--- config.mk ---
export PLATFORM = sky130hd
export DESIGN_NAME = decode_exec_queue
export DESIGN_NICKNAME = d
export VERILOG_FILES = /design/src/rtl/decode_exec_queue.sv
export SDC_FILE = /design/constraint.sdc
export NUM_CORES = 1
export LEC_CHECK = 0
export BUFFER_PORTS_ARGS = -buffer_cell sky130_fd_sc_hd__buf_2
export CAP_MARGIN = 30
export CORE_MARGIN = 2
export CORE_UTILIZATION = 35
export CTS_CLUSTER_SIZE = 28
export DETAILED_ROUTE_END_ITERATION = 10
export GPL_ROUTABILITY_DRIVEN = 0
export SYNTH_ARGS = -nofsm -noshare
export SYNTH_HDL_FRONTEND = slang
export SYNTH_SLANG_ARGS = --single-unit
--- constraint.sdc ---
create_clock -name clk -period 6.43 [get_ports clk]
set_input_delay 0.3215 -clock clk [delete_from_list [all_inputs] [get_ports clk]]
set_output_delay 0.3215 -clock clk [all_outputs]
set_load 0.01 [all_outputs]
--- src/rtl/decode_exec_queue.sv ---
// decode_exec_queue: decode->execute packet FIFO with occupancy, almost-full and flush.
// Define DEC_EXEC_QUEUE_BYPASS_EN for a zero-latency path through an empty queue.
module decode_exec_queue #(
  parameter int PKT_W = 256,
  parameter int DEPTH = 4,
  parameter int AF_MARGIN = 1
) (
  input  logic                       clk,
  input  logic                       reset_n,
  input  logic                       flush,
  input  logic                       in_valid,
  input  logic [PKT_W-1:0]           in_data,
  output logic                       in_ready,
  output logic                       out_valid,
  output logic [PKT_W-1:0]           out_data,
  input  logic                       out_ready,
  output logic [$clog2(DEPTH):0]     count,
  output logic                       almost_full
);
  localparam int AW = $clog2(DEPTH);
  localparam logic [AW:0] AF_TH = (AW+1)'(DEPTH - AF_MARGIN);
  localparam logic [AW:0] DEPTH_C = (AW+1)'(DEPTH);
  logic [PKT_W-1:0] mem [DEPTH];
  logic [AW:0] rd_ptr, wr_ptr, count_nx;
  logic empty, full, push, pop, wr_en, rd_en;
  assign empty = rd_ptr == wr_ptr;
  assign full = (rd_ptr[AW-1:0] == wr_ptr[AW-1:0]) && (rd_ptr[AW] != wr_ptr[AW]);
  assign in_ready = reset_n && !full;
  assign push = in_valid && in_ready;
  assign pop = out_valid && out_ready;
`ifdef DEC_EXEC_QUEUE_BYPASS_EN
  logic byp;
  assign byp = empty && push && !flush;
  assign out_valid = !empty || byp;
  assign out_data = empty ? in_data : mem[rd_ptr[AW-1:0]];
  // a bypassed packet consumed in the same cycle never touches storage
  assign wr_en = push && !flush && !(byp && out_ready);
`else
  assign out_valid = !empty;
  assign out_data = mem[rd_ptr[AW-1:0]];
  assign wr_en = push && !flush;
`endif
  assign rd_en = pop && !empty && !flush;
  assign count_nx = count + (AW+1)'(wr_en) - (AW+1)'(rd_en);
  always_ff @(posedge clk)
    if (wr_en) mem[wr_ptr[AW-1:0]] <= in_data;
  always_ff @(posedge clk) begin
    if (!reset_n) begin
      rd_ptr <= '0;
      wr_ptr <= '0;
      count <= '0;
      almost_full <= 1'b0;
    end else if (flush) begin
      rd_ptr <= wr_ptr;
      count <= '0;
      almost_full <= 1'b0;
    end else begin
      if (wr_en) wr_ptr <= wr_ptr + 1'b1;
      if (rd_en) rd_ptr <= rd_ptr + 1'b1;
      count <= count_nx;
      almost_full <= count_nx >= AF_TH;
    end
  end
  a_in_stable: assert property (@(posedge clk) disable iff (!reset_n)
    in_valid && !in_ready |=> $stable(in_data));
  a_count_max: assert property (@(posedge clk) count <= DEPTH_C);
  a_no_pop_empty: assert property (@(posedge clk) disable iff (!reset_n)
    rd_en |-> count != '0);
endmodule

# ---- Word level (Yosys, flattened, before mapping)
# Memories as Yosys holds them, arrays and structs flattened. A register that Yosys moved wholly into a read port is not among the register bits.
# Cells that the tools add are included.
dict set report op_classes {
  addsub 4
  order_cmp 1
  eq_ne 3
  mux 6
  n_bitwise 2
  reduce_logical 13
}
# op n
set ops {}
lappend ops {{1-bit logical AND} 7}
lappend ops {{3-bit by 1-bit adder with 3-bit output, second input constant} 2}
lappend ops {{3-bit 2-to-1 mux} 2}
lappend ops {{2-bit 2-to-1 mux} 2}
lappend ops {{3-bit by 1-bit adder with 3-bit output} 1}
lappend ops {{3-bit == test} 1}
lappend ops {{3-bit by 2-bit greater-or-equal comparator with 1-bit output, second input constant} 1}
lappend ops {{1-bit logical NOT} 3}
lappend ops {{3-bit by 1-bit subtractor with 3-bit output} 1}
lappend ops {{2-bit == test} 1}
lappend ops {{1-bit 2-to-1 mux} 2}
lappend ops {{1-bit inverter} 2}
lappend ops {{2-bit AND reduction} 1}
lappend ops {{2-bit nonzero test} 1}
lappend ops {{2-bit OR reduction} 1}
lappend ops {{1-bit inequality test} 1}
dict set report totals {
  reg_bits 10
  ram_bits 1024
  input_bits 261
  word_cells 34
  mem_count 1
}
# name words width read_ports rd_ports_with_merged_regs wr line
set memory_table {}
lappend memory_table {mem 4 256 1 1 1 23} ;# logic [PKT_W-1:0] mem [DEPTH];

# ---- Longest topological paths before layout
dict set report logic_depth {
  ltp_word 9
  depth_mapped 12
  depth_no_buf 11
}

# ---- Worst setup path before layout
# OpenSTA, ideal clock, no wires.
dict set report synth_path {
  path_type {in2reg}
  startpoint {in flush}
  endpoint {mem mem[0][0], enable pin}
  arrival_ns 4.174
  required_ns 5.921
  setup_slack_ns 1.747
  stages 4
  path_cell_list {clkbuf_1 -> nand2b_4 -> a311oi_4 -> and2_2}
}
dict set report synth_via {
  elab_chain_len 4
}
# element line
set synth_rtl {}
lappend synth_rtl {{from (decl)} 10} ;# input logic flush,
lappend synth_rtl {{1-bit logical NOT} 41} ;# assign wr_en = push && !flush;
lappend synth_rtl {{1-bit logical AND} 41}
lappend synth_rtl {{1-bit 2-to-1 mux} 46} ;# if (wr_en) mem[wr_ptr[AW-1:0]] <= in_data;
lappend synth_rtl {{1-bit 2-to-1 mux (not written as such)} 46}
lappend synth_rtl {{to (decl)} 23}
# No other way between the ends.

==> results summary <==
The wire length per cell came out at 21.0 um. The initial antenna violation count came out at 4. The worst-case reg-to-reg path depth came out at 4.

The achievable clock frequency is 0.281 GHz. The number of H-tree branching levels is 3. The x dimension of the die came out at 331 um. The accumulated negative setup slack is 0 ns. Summing the sequential cell areas from Yosys gives 82.6% of the chip area. The sequential group share of total power is 51.6%. The internal cell power came out at 0.0115 W. The count of filler cells inserted in the layout is 8,905.

CTS placed an instance of sky130_fd_sc_hd__clkbuf_16 at the clock tree root. The starting density of the core came out at 35.2%. The clock slew seen by the registers of the worst setup and hold paths came out at 0.06 ns.

The leakage power is 15.9 nW. The switching component of the power came out at 0.00313 W. The clock network fraction of total power came out at 41.0%. The category of the worst setup path capture point is a primary output. The fraction of final layout cells with drive strength greater than 1 is 40.8%. The number of global-route vias before repair came out at 19,300. In this run, post-CTS repair resized a total of 0 instances. At the pin with the least slew margin, the transition time is 1.24 ns. The fraction of power spent switching nets came out at 21.4%. Power comes to 0.0146 W.

The worst setup path is launched from a flop. TritonCTS built the clock tree. The number of buffers added to fix hold violations after cts is 258.

The maximum VDD drop came out at 0.221 mV. The flow ran to the end, and the final reports show no timing, DRC or antenna violations. After technology mapping, the gate count stands at 1,415. Counting I/O delays and the setup requirement, the final critical path takes 3.55 ns. Once layout is complete, the cells apart from fillers number 3,751. Setup violations remaining at the end of the flow were counted as 0. In the final design database the tool counted 2,528 nets. The source of the worst register-to-register timing path is wr_ptr[1]$_SDFFE_PN0P_. The wire length after detailed routing is 78,900 um. The pre-antenna-repair detailed-routing pass consisted of 5 iterations.

The number of remaining DRC errors came out at 0. The tightest min-delay check is of the in -> reg type. The number of placement rows is 120. The clock reaches the later pin of the worst-skew pair after 0.69 ns. The share of the cycle needed by the critical path after routing is 55.3%. For this design the ratio of total power to cell area is 306 nW/um^2.

The required time of the critical path is 6.11 ns. The mapped netlist covers 37,500 um^2. The via density per instance is 4.77. The average instance in the mapped netlist occupies 26.5 um^2. The capturing point of the worst reg2reg path is mem[3][234]$_DFFE_PP_.

The final count of hold timing violations is 0. Setup slack on the worst reg-to-reg path comes out at 3.52 ns. The die area came out at 110,000 um^2.

Clock tree synthesis found a total of 1,036 sinks. The number of clock buffers inserted by TritonCTS came out at 107. The top-level port count came out at 523. The worst pin sits at a relative slew slack of 17.2%. The distinct cell type count after synthesis came out at 36.

The final antenna-violating net count came out at 0. The count of buffers added by post-CTS timing repair for setup came out at 0. The max-slew violation total from the final report is 0. The number of buffers inserted by port buffering came out at 522. The worst endpoint data arrival time is 3.23 ns. Synthesis inferred 1,036 register bits. The net count after synthesis is 1,684. The total global-route track usage is 14.2%. Setup repair after global routing left no endpoint under its margin. The worst-case clock buffer depth is 3. The worst clock skew on the final layout came out at 0.0397 ns.

The proportion of power drawn by combinational gates is 7.4%. The max capacitance violation total is 0. The overall overflow remaining after global route came out at 0. By startpoint and endpoint, the worst setup path is classified as reg -> out. The total number of vias is 17,900. The synthesis warning total came out at 0. The pin count of the biggest net entering global routing is 134. After the first detailed-routing iteration, the DRC count stood at 1,252. The area growth from synthesis to layout is 27.7%. The HPWL after detailed placement is 46,200 um. The largest fanout of any net on the critical path is 102. The vertical extent of the die came out at 331 um. The wire length of the first global-routing pass is 120,000 um.

In this run the standard cell core region covers 107,000 um^2. The cell total after placement came out at 3,295. In this run the worst setup path terminates at out_data[57].
## how the worst min path moves through the flow
stage	slack, ns	cells past startpoint	start	end
2_1_floorplan	0.42	0	in_data[0]	mem[0][0]$_DFFE_PP_
3_3_place_gp	0.53	1	in_data[0]	mem[0][0]$_DFFE_PP_
3_5_place_dp	0.54	2	wr_ptr[2]$_SDFFE_PN0P_	rd_ptr[2]$_SDFFE_PN0N_
4_1_cts	0.05	3	out_ready	flop
5_1_grt	0.10	3	out_ready	flop
6_report	0.13	3	out_ready	flop
## registers in the layout (all words and copies together), names as in the netlist, named ones only
name         count
count            3
mem           1024
almost_full      1
rd_ptr           3
wr_ptr           3
## per-stage QoR
stage | worst slack (ns) | util (%) | hold WS (ns) | cell area [um^2]
after floorplan | 1.75 | - | 0.420 | 37500
after global placement | 3.52 | 39.2 | 0.529 | 41900
after detailed placement | 3.51 | 39.2 | 0.536 | 41900
after CTS | 2.78 | 44.9 | 0.0520 | 47900
after global routing | 2.61 | 44.9 | 0.102 | 47900
final | 2.88 | 44.9 | 0.128 | 47900
## power groups by stage
stage,registers (W),clock network [W],logic [W]
floorplan,0.00769,0,0.000543
global placement,0.00769,0,0.000947
detailed placement,0.00770,0,0.000967
CTS,0.00755,0.00617,0.00111
global route,0.00756,0.00644,0.00117
finish,0.00755,0.00600,0.00108
## layout by cell type, fill, tap and decap left out, types with 9 or more instances in the layout
cell / instances
sky130_fd_sc_hd__clkinv_2: 20
sky130_fd_sc_hd__inv_1: 9
sky130_fd_sc_hd__buf_2: 522
sky130_fd_sc_hd__clkbuf_1: 25
sky130_fd_sc_hd__mux4_2: 256
sky130_fd_sc_hd__clkbuf_16: 108
sky130_fd_sc_hd__buf_12: 12
sky130_fd_sc_hd__edfxtp_1: 1024
sky130_fd_sc_hd__clkinv_1: 14
sky130_fd_sc_hd__dfxtp_1: 10
sky130_fd_sc_hd__dlygate4sd3_1: 258
## cells in the mapped netlist
cell type | instances | area [um^2]
sky130_fd_sc_hd__edfxtp_1 | 1024 | 30700
sky130_fd_sc_hd__mux4_2 | 256 | 5770
sky130_fd_sc_hd__buf_1 | 23 | 86.3
sky130_fd_sc_hd__buf_2 | 19 | 95.1
sky130_fd_sc_hd__buf_4 | 12 | 90.1
sky130_fd_sc_hd__dfxtp_1 | 12 | 240
sky130_fd_sc_hd__inv_1 | 9 | 33.8
sky130_fd_sc_hd__ha_1 | 7 | 87.6
sky130_fd_sc_hd__a21oi_1 | 4 | 20.0
sky130_fd_sc_hd__and2_2 | 4 | 30.0
sky130_fd_sc_hd__clkbuf_1 | 4 | 15.0
sky130_fd_sc_hd__nand2_1 | 4 | 15.0
sky130_fd_sc_hd__nor2_1 | 4 | 15.0
sky130_fd_sc_hd__o21ai_0 | 4 | 20.0
sky130_fd_sc_hd__xnor2_1 | 3 | 26.3
sky130_fd_sc_hd__xor2_1 | 3 | 26.3
sky130_fd_sc_hd__a21boi_0 | 2 | 15.0
sky130_fd_sc_hd__nand3b_1 | 2 | 15.0
sky130_fd_sc_hd__nor3_1 | 2 | 10.0
sky130_fd_sc_hd__a2111oi_0 | 1 | 8.76
sky130_fd_sc_hd__a211oi_1 | 1 | 7.51
sky130_fd_sc_hd__a22oi_1 | 1 | 7.51
sky130_fd_sc_hd__a311oi_4 | 1 | 26.3
sky130_fd_sc_hd__a31oi_1 | 1 | 6.26
sky130_fd_sc_hd__and3_1 | 1 | 6.26
sky130_fd_sc_hd__and3_2 | 1 | 7.51
sky130_fd_sc_hd__and3b_1 | 1 | 8.76
sky130_fd_sc_hd__clkbuf_2 | 1 | 5.00
sky130_fd_sc_hd__fa_1 | 1 | 20.0
sky130_fd_sc_hd__mux2i_1 | 1 | 10.0
sky130_fd_sc_hd__nand2b_1 | 1 | 6.26
sky130_fd_sc_hd__nand2b_4 | 1 | 13.8
sky130_fd_sc_hd__o21a_1 | 1 | 7.51
sky130_fd_sc_hd__o22ai_1 | 1 | 6.26
sky130_fd_sc_hd__o31a_1 | 1 | 8.76
sky130_fd_sc_hd__xor2_2 | 1 | 16.3
## cells by family (layout without fill, tap and decap cells)
| kind of cell | Yosys count | after routing | synth area share (%) |
|---|---|---|---|
| flip-flops | 1036 | 1036 | 82.6 |
| multiplexers | 257 | 257 | 15.4 |
| buffers and inverters | 68 | 997 | 0.867 |
| AND/OR/NAND/NOR | 21 | 21 | 0.340 |
| AO/OA/AOI/OAI | 18 | 18 | 0.357 |
| adder cells (fa/ha/maj) | 8 | 8 | 0.287 |
| XOR/XNOR | 7 | 7 | 0.183 |
| other | 0 | 4 | 0 |
## worst max-delay path, cell delays in order (launching register included)
cell	delay, ns
sky130_fd_sc_hd__dfxtp_4	0.84
sky130_fd_sc_hd__buf_12	0.60
sky130_fd_sc_hd__mux4_2	0.64
sky130_fd_sc_hd__buf_2	0.16
## layout make-up
cell class / instances / area, um^2 / share of cell area, %
clock buffer: 135 / 2820 / 5.89
inverter: 9 / 33.8 / 0.0705
sequential: 1036 / 31000 / 64.7
tap: 1403 / 1760 / 3.66
multi-input combinational: 311 / 6220 / 13.0
timing repair buffer: 794 / 5450 / 11.4
antenna: 4 / 10.0 / 0.0209
clock inverter: 59 / 618 / 1.29
## routing by layer
layer	track usage (%)	vias up	routed length, um
met3	4.21	106	5510
met1	18.3	9411	32100
met5	0	-	25
met2	23.7	520	39900
met4	3.58	4	1410
li1	-	7837	-
(Power assumes the default switching activity.)
